### src/rtl/imul_iter_if.sv
// rtl/imul_iter_if.sv - request/response val/rdy bundle for the iterative multiplier
interface imul_iter_if #(
  parameter int NBITS = 32
);
  logic [2*NBITS-1:0] req_msg;
  logic               req_val;
  logic               req_rdy;
  logic [NBITS-1:0]   resp_msg;
  logic               resp_val;
  logic               resp_rdy;

  modport master (
    output req_msg, req_val, resp_rdy,
    input  req_rdy, resp_msg, resp_val
  );

  modport slave (
    input  req_msg, req_val, resp_rdy,
    output req_rdy, resp_msg, resp_val
  );
endinterface

### src/rtl/imul_iter.sv
// rtl/imul_iter.sv - fixed 32-step shift-add multiplier returning the low product word
module imul_iter #(
  parameter int NBITS = 32
) (
  input  logic        clk,
  input  logic        reset,
  imul_iter_if.slave  io
);

  typedef enum logic [1:0] {
    IDLE = 2'd0,
    CALC = 2'd1,
    DONE = 2'd2
  } state_e;

  state_e           state_q, state_d;
  logic [NBITS-1:0] a_q, a_d;
  logic [NBITS-1:0] b_q, b_d;
  logic [NBITS-1:0] result_q, result_d;
  logic [4:0]       cnt_q, cnt_d;
  logic             req_rdy_c;
  logic             resp_val_c;

  always_ff @(posedge clk) begin
    if (reset) begin
      state_q  <= IDLE;
      a_q      <= '0;
      b_q      <= '0;
      result_q <= '0;
      cnt_q    <= '0;
    end else begin
      state_q  <= state_d;
      a_q      <= a_d;
      b_q      <= b_d;
      result_q <= result_d;
      cnt_q    <= cnt_d;
    end
  end

  always_comb begin
    state_d    = state_q;
    a_d        = a_q;
    b_d        = b_q;
    result_d   = result_q;
    cnt_d      = cnt_q;
    req_rdy_c  = 1'b0;
    resp_val_c = 1'b0;
    case (state_q)
      CALC: begin
        // Always 32 steps, even once b is exhausted, so latency is operand-independent.
        if (b_q[0]) begin
          result_d = result_q + a_q;
        end
        a_d   = a_q << 1;
        b_d   = b_q >> 1;
        cnt_d = cnt_q + 5'd1;
        if (cnt_q == 5'd31) begin
          state_d = DONE;
        end
      end
      DONE: begin
        resp_val_c = 1'b1;
        if (io.resp_rdy) begin
          state_d = IDLE;
        end
      end
      default: begin
        // IDLE and the unused encoding behave identically.
        req_rdy_c = 1'b1;
        state_d   = IDLE;
        if (io.req_val) begin
          a_d      = io.req_msg[2*NBITS-1:NBITS];
          b_d      = io.req_msg[NBITS-1:0];
          result_d = '0;
          cnt_d    = '0;
          state_d  = CALC;
        end
      end
    endcase
  end

  assign io.req_rdy  = req_rdy_c & ~reset;
  assign io.resp_val = resp_val_c;
  assign io.resp_msg = result_q;

endmodule
### src/flat_wrapper.sv
// flat-port wrapper written by rule: the top's interface ports become plain ports
module imul_iter_flat 
#(
  parameter int NBITS = 32
)
  (clk, reset, io_req_msg, io_req_val, io_resp_rdy, io_req_rdy, io_resp_msg, io_resp_val);
  imul_iter_if #(.NBITS(NBITS)) io_i ();
  input  logic clk;
  input  logic reset;
  input wire logic [$bits(io_i.req_msg)-1:0] io_req_msg;
  input wire logic [$bits(io_i.req_val)-1:0] io_req_val;
  input wire logic [$bits(io_i.resp_rdy)-1:0] io_resp_rdy;
  output wire logic [$bits(io_i.req_rdy)-1:0] io_req_rdy;
  output wire logic [$bits(io_i.resp_msg)-1:0] io_resp_msg;
  output wire logic [$bits(io_i.resp_val)-1:0] io_resp_val;
  assign io_i.req_msg = io_req_msg;
  assign io_i.req_val = io_req_val;
  assign io_i.resp_rdy = io_resp_rdy;
  assign io_req_rdy = io_i.req_rdy;
  assign io_resp_msg = io_i.resp_msg;
  assign io_resp_val = io_i.resp_val;
  imul_iter #(.NBITS(NBITS)) u_core (.clk(clk), .reset(reset), .io(io_i));
endmodule
### config.mk
export PLATFORM = sky130hd
export DESIGN_NAME = imul_iter_flat
export DESIGN_NICKNAME = d
export VERILOG_FILES = /design/src/rtl/imul_iter_if.sv /design/src/rtl/imul_iter.sv /design/src/flat_wrapper.sv
export SDC_FILE = /design/constraint.sdc
export NUM_CORES = 1
export LEC_CHECK = 0
export ABC_AREA = 1
export CAP_MARGIN = 30
export CORE_MARGIN = 2
export CORE_UTILIZATION = 59
export CTS_CLUSTER_SIZE = 24
export DETAILED_ROUTE_END_ITERATION = 10
export GPL_TIMING_DRIVEN = 0
export HOLD_SLACK_MARGIN = 0.12
export PLACE_DENSITY_LB_ADDON = 0.1
export SLEW_MARGIN = 0
export SYNTH_ARGS = -nofsm -noshare
export SYNTH_HDL_FRONTEND = slang
export SYNTH_SLANG_ARGS = --single-unit
### constraint.sdc
create_clock -name clk -period 5.4 [get_ports clk]
set_clock_uncertainty 0.05 [all_clocks]
set_input_delay 1.08 -clock clk [delete_from_list [all_inputs] [get_ports clk]]
set_output_delay 1.08 -clock clk [all_outputs]
set_load 0.1 [all_outputs]
* After elaboration in Yosys (flattened, before gate mapping) *
Index checks and enable logic that the tools add are counted.

storage, ports and cells
  flip-flop bits (word level) = 103
  bits in latches = 0
  RAM bits = 0
  memory bits (read-only) = 0
  input port bits = 68
  output and inout bits = 34
  memories = 0

operators by class
  add/subtract/negate cells = 2
  multiply operators = 0
  div/mod/pow operators = 0
  order comparisons = 0
  equal/unequal tests = 6
  shift operators = 0
  muxes and demuxes = 15
  bitwise operators = 3
  reductions and logical operators = 5

operators by type and width
  cell                   count
  $pmux W32 S2           3
  $mux W32               4
  $add A32 B32 Y32       1
  $pmux W5 S2            1
  $add A5 B1 Y5 const B  1
  $eq A5 B5 Y1 const B   1
  $mux W5                1
  $mux W2                2
  $ne A2 B1 Y1 const B   2
  $pmux W2 S2            1
  $reduce_and A2 Y1      2
  $mux W1                3
  $reduce_and A3 Y1      1
  $eq A2 B1 Y1 const B   1
  $eq A2 B2 Y1 const B   1
  $ne A2 B2 Y1 const B   1
  $not A1 Y1             2
  $reduce_bool A2 Y1     1
  $reduce_or A2 Y1       1
  $and A1 B1 Y1          1

* Longest topological paths before layout *
  depth after elaboration = 4
  mapped depth = 13
  depth with buffers taken out = 13

* Worst setup path after synthesis *
No wires, ideal clock.

  kind = input port to output port
  start point = input port reset
  end point = output port io_req_rdy
  arrival = 2.542 ns
  required time = 4.270 ns
  path slack = 1.728 ns
  stages = 2
  buffers on the path = 1
  cells stage by stage = buf_2 > nor2_1

on the way
  word-level cells in the longest chain between the ends = 2

ends and longest elaborated chain
  item                line                RTL
  start: declaration  flat_wrapper.sv:9   input logic reset;
  $not A1 Y1          imul_iter.sv:82     assign io.req_rdy = req_rdy_c & ~reset;
  $and A1 B1 Y1       imul_iter.sv:82
  end: declaration    flat_wrapper.sv:13  output wire logic [$bits(io_i.req_rdy)-1:0] io_req_rdy;

Every way passes these cells.

* Worst setup path in the final report *
Same ends and word-level chain as after synthesis.

==> results by group <==
Hold path
  – Hold Path Class: reg -> reg

Synth
  – Async SR Flop Fraction: 0%
  – Largest area contributor in the netlist: dfxtp_1
  – Post-synth top flop: dfxtp_1
  – Register area share after synthesis: 30.9%
  – Yosys reg bits: 103
  – Ys Warns: 0
  – Syn Inst Count: 1041
  – Top cells by count, synth: nand2_1 (375), inv_1 (122), dfxtp_1 (103)
  – Distinct cells, synth: 37
  – EDFF count, synth: 0
  – Share of the synthesized area in the top cell type: 30.9%
  – Cell Area, Synth: 6680 um^2
  – Mapped Nets: 1145
  – Syn_area_per_cell: 6.41 um^2
  – Most common cell in the netlist: nand2_1
  – Area contributors post-synth: dfxtp_1 (31%), nand2_1 (21%), inv_1 (6.9%)

GRT
  – Number of global-route vias before repair: 6602
  – M3 GR Usage: 5.94%
  – Grt total ovfl: 0
  – GR Util met1: 39.2%
  – First-pass GRT wire length: 30000 um
  – Pin count of the biggest net entering global routing: 18
  – All-Layer GR Usage: 31.7%
  – Initial antenna violation count: 0
  – Met2 Resource Use GR: 53.5%
  – Busiest grt layer: met2

Power and ir drop
  – Leak: 0.00379 uW
  – VDD IR max: 0.000314 V
  – P per Cell Area: 381 nW/um^2

Clock network
  – Post_cts resized: 0
  – Cts bufs inserted: 9
  – CTS tree: built
  – Cts hold-fix bufs: 0
  – Clk sinks: 103
  – Clock-pin transition on the worst setup and hold timing paths: 0.07 ns
  – CTS Root Cell: clkbuf_16
  – Buffers from clock root to sink, at most: 2
  – Clock latency on the worst-skew pair: 0.36 ns
  – # Post-CTS Setup Buffers: 0
  – CTS H-tree depth: 3

Route
  – DRC marker count from the first detailed-route iteration: 498
  – DR pass1 iterations: 7
  – Vias: 7022
  – Vias per cell: 5.41
  – DRT Wirelength: 18300 um
  – DRC: 0
  – Drt wl/cell: 14.1 um
  – Routed Antenna Nets: 0

Final layout
  – Share of cells above drive strength 1: 8.21%
  – Area taken by multi-input logic gates: 3900 um^2
  – Sequential Area: 2060 um^2
  – Fill cell total of the finished layout: 951
  – Area growth from synthesis to layout: 22.1%
  – Nets@finish: 1256
  – Diode count: 0

Timing
  – Sum Neg Setup Slack: 0 ns
  – F_max: 267 MHz
  – Tcrit/Tclk final: 69.4%
  – Hold Vio Cnt, Final: 0
  – Slack of the critical path: 1.65 ns
  – Worst-margin pin slew: 1.01 ns
  – Final Setup Violations: 0
  – RSZ-0062 raised after global routing: no
  – Max-slew violations: 0
  – Slew HR: 32.7%
  – Tmin final: 3.75 ns

Worst setup path
  – Setup crit end kind: primary output
  – Critical-path top delay cell: clkdlybuf4s50_1
  – Path type of the worst setup path: in -> out
  – Crit Path Max Fanout: 10
  – CP bufs+invs: 2
  – Delay-heaviest family, CP: buffers and inverters
  – Worst EP required: 4.27 ns
  – CP Cell Sequence: buf_2, nor2_1, clkdlybuf4s50_1
  – Setup crit start kind: input pin
  – Worst stage delay on the critical path: 1.16 ns
  – Arrival time worst endpoint: 2.62 ns

Placement
  – DP HPWL: 14500 um
  – Dpl ws: 1.66 ns
  – Gpl congestion: 0.914
  – IO Port Bufs: 100

Run
  – Max_cap viols: 0

Die
  – Core area: 10900 um^2
  – Starting Density: 61.1%
  – # IOs: 102
  – Row cnt: 38
  – Die ar.: 12200 um^2
  – Die H: 110 um
  – Die width: 110 um

Outcome
  – Status: finished, final reports clean
worst reg2reg max path: cells and delay by family (launching register included):
| family | cells | cell delay, ns |
|---|---|---|
| adder cells (fa/ha/maj) | 2 | 0.57 |
| buffers and inverters | 2 | 0.25 |
| AO/OA/AOI/OAI | 1 | 0.06 |
| flip-flops | 1 | 0.38 |
| AND/OR/NAND/NOR | 8 | 0.92 |
power breakdown:
part	switching (uW)	leakage, uW	internal (uW)
Sequential	143	0.000847	941
Combinational	898	0.00280	448
Clock	311	0.000139	363
Total	1350	0.00379	1750
final cells by class:
class                           count  share of cell area (%)
Clock inverter                      6                   0.829
Buffer                             45                    2.98
Timing Repair Buffer              100                    12.3
Tap cell                          140                    2.15
Sequential cell                   103                    25.3
Inverter                          127                    5.85
Multi-Input combinational cell    766                    47.8
Clock buffer                       10                    2.81
cell usage in the layout, fill, tap and decap left out, drive strengths merged, types with 2 or more instances in the layout:
cell           count
o21bai             3
dfxtp            103
clkinvlp           2
clkdlybuf4s50    100
ha                35
nand3b             5
o21ai             76
nand2            394
nand3             52
nand4              3
nor2              47
or2                4
nor3               5
inv              129
a21boi             9
and2               2
a31oi             63
a21oi             63
buf               25
clkbuf            30
per-layer routing:
layer  vias up  wire (um)
li1       3605          -
met1      3151       8220
met2       225       8350
met3        41       1170
met4         0        589
met5         -          0
per-stage QoR:
step | hold WS (ns) | util (%) | instance area (um^2) | total power, uW | cells
after floorplan | 0.362 | - | 6680 | 2040 | 1041
after global placement | 0.392 | 71.8 | 7850 | 2400 | 1281
after detailed placement | 0.390 | 71.8 | 7850 | 2420 | 1281
after CTS | 0.400 | 74.5 | 8150 | 3080 | 1297
after global routing | 0.429 | 74.5 | 8150 | 3300 | 1297
final | 0.404 | 74.5 | 8150 | 3100 | 1297
kinds of logic after synthesis:
group	synth area share, %
buffers and inverters	10.8
AND/OR/NAND/NOR	33.1
adder cells (fa/ha/maj)	6.86
AO/OA/AOI/OAI	18.2
XOR/XNOR	0.131
flip-flops	30.9
final timing paths:
path / start / endpoint / slack (ns) / cells after the start
worst min register to register: u_core.cnt_q[2]$_SDFFE_PP0P_ / u_core.cnt_q[2]$_SDFFE_PP0P_ / 0.40 / 1
worst max-delay path: reset / io_req_rdy / 1.65 / 3
worst min-delay path: u_core.cnt_q[2]$_SDFFE_PP0P_ / u_core.cnt_q[2]$_SDFFE_PP0P_ / 0.40 / 1
worst max register to register: u_core.io.resp_msg[0]$_SDFFE_PP0P_ / u_core.io.resp_msg[24]$_SDFFE_PP0P_ / 3.05 / 13
flip-flops by register name, summed over array words and instances (netlist names):
register,cells
u_core.state_q,2
u_core.b_q,32
u_core.io.resp_msg,32
u_core.a_q,32
u_core.cnt_q,5
Note: power is estimated with default switching activity, not from simulation.
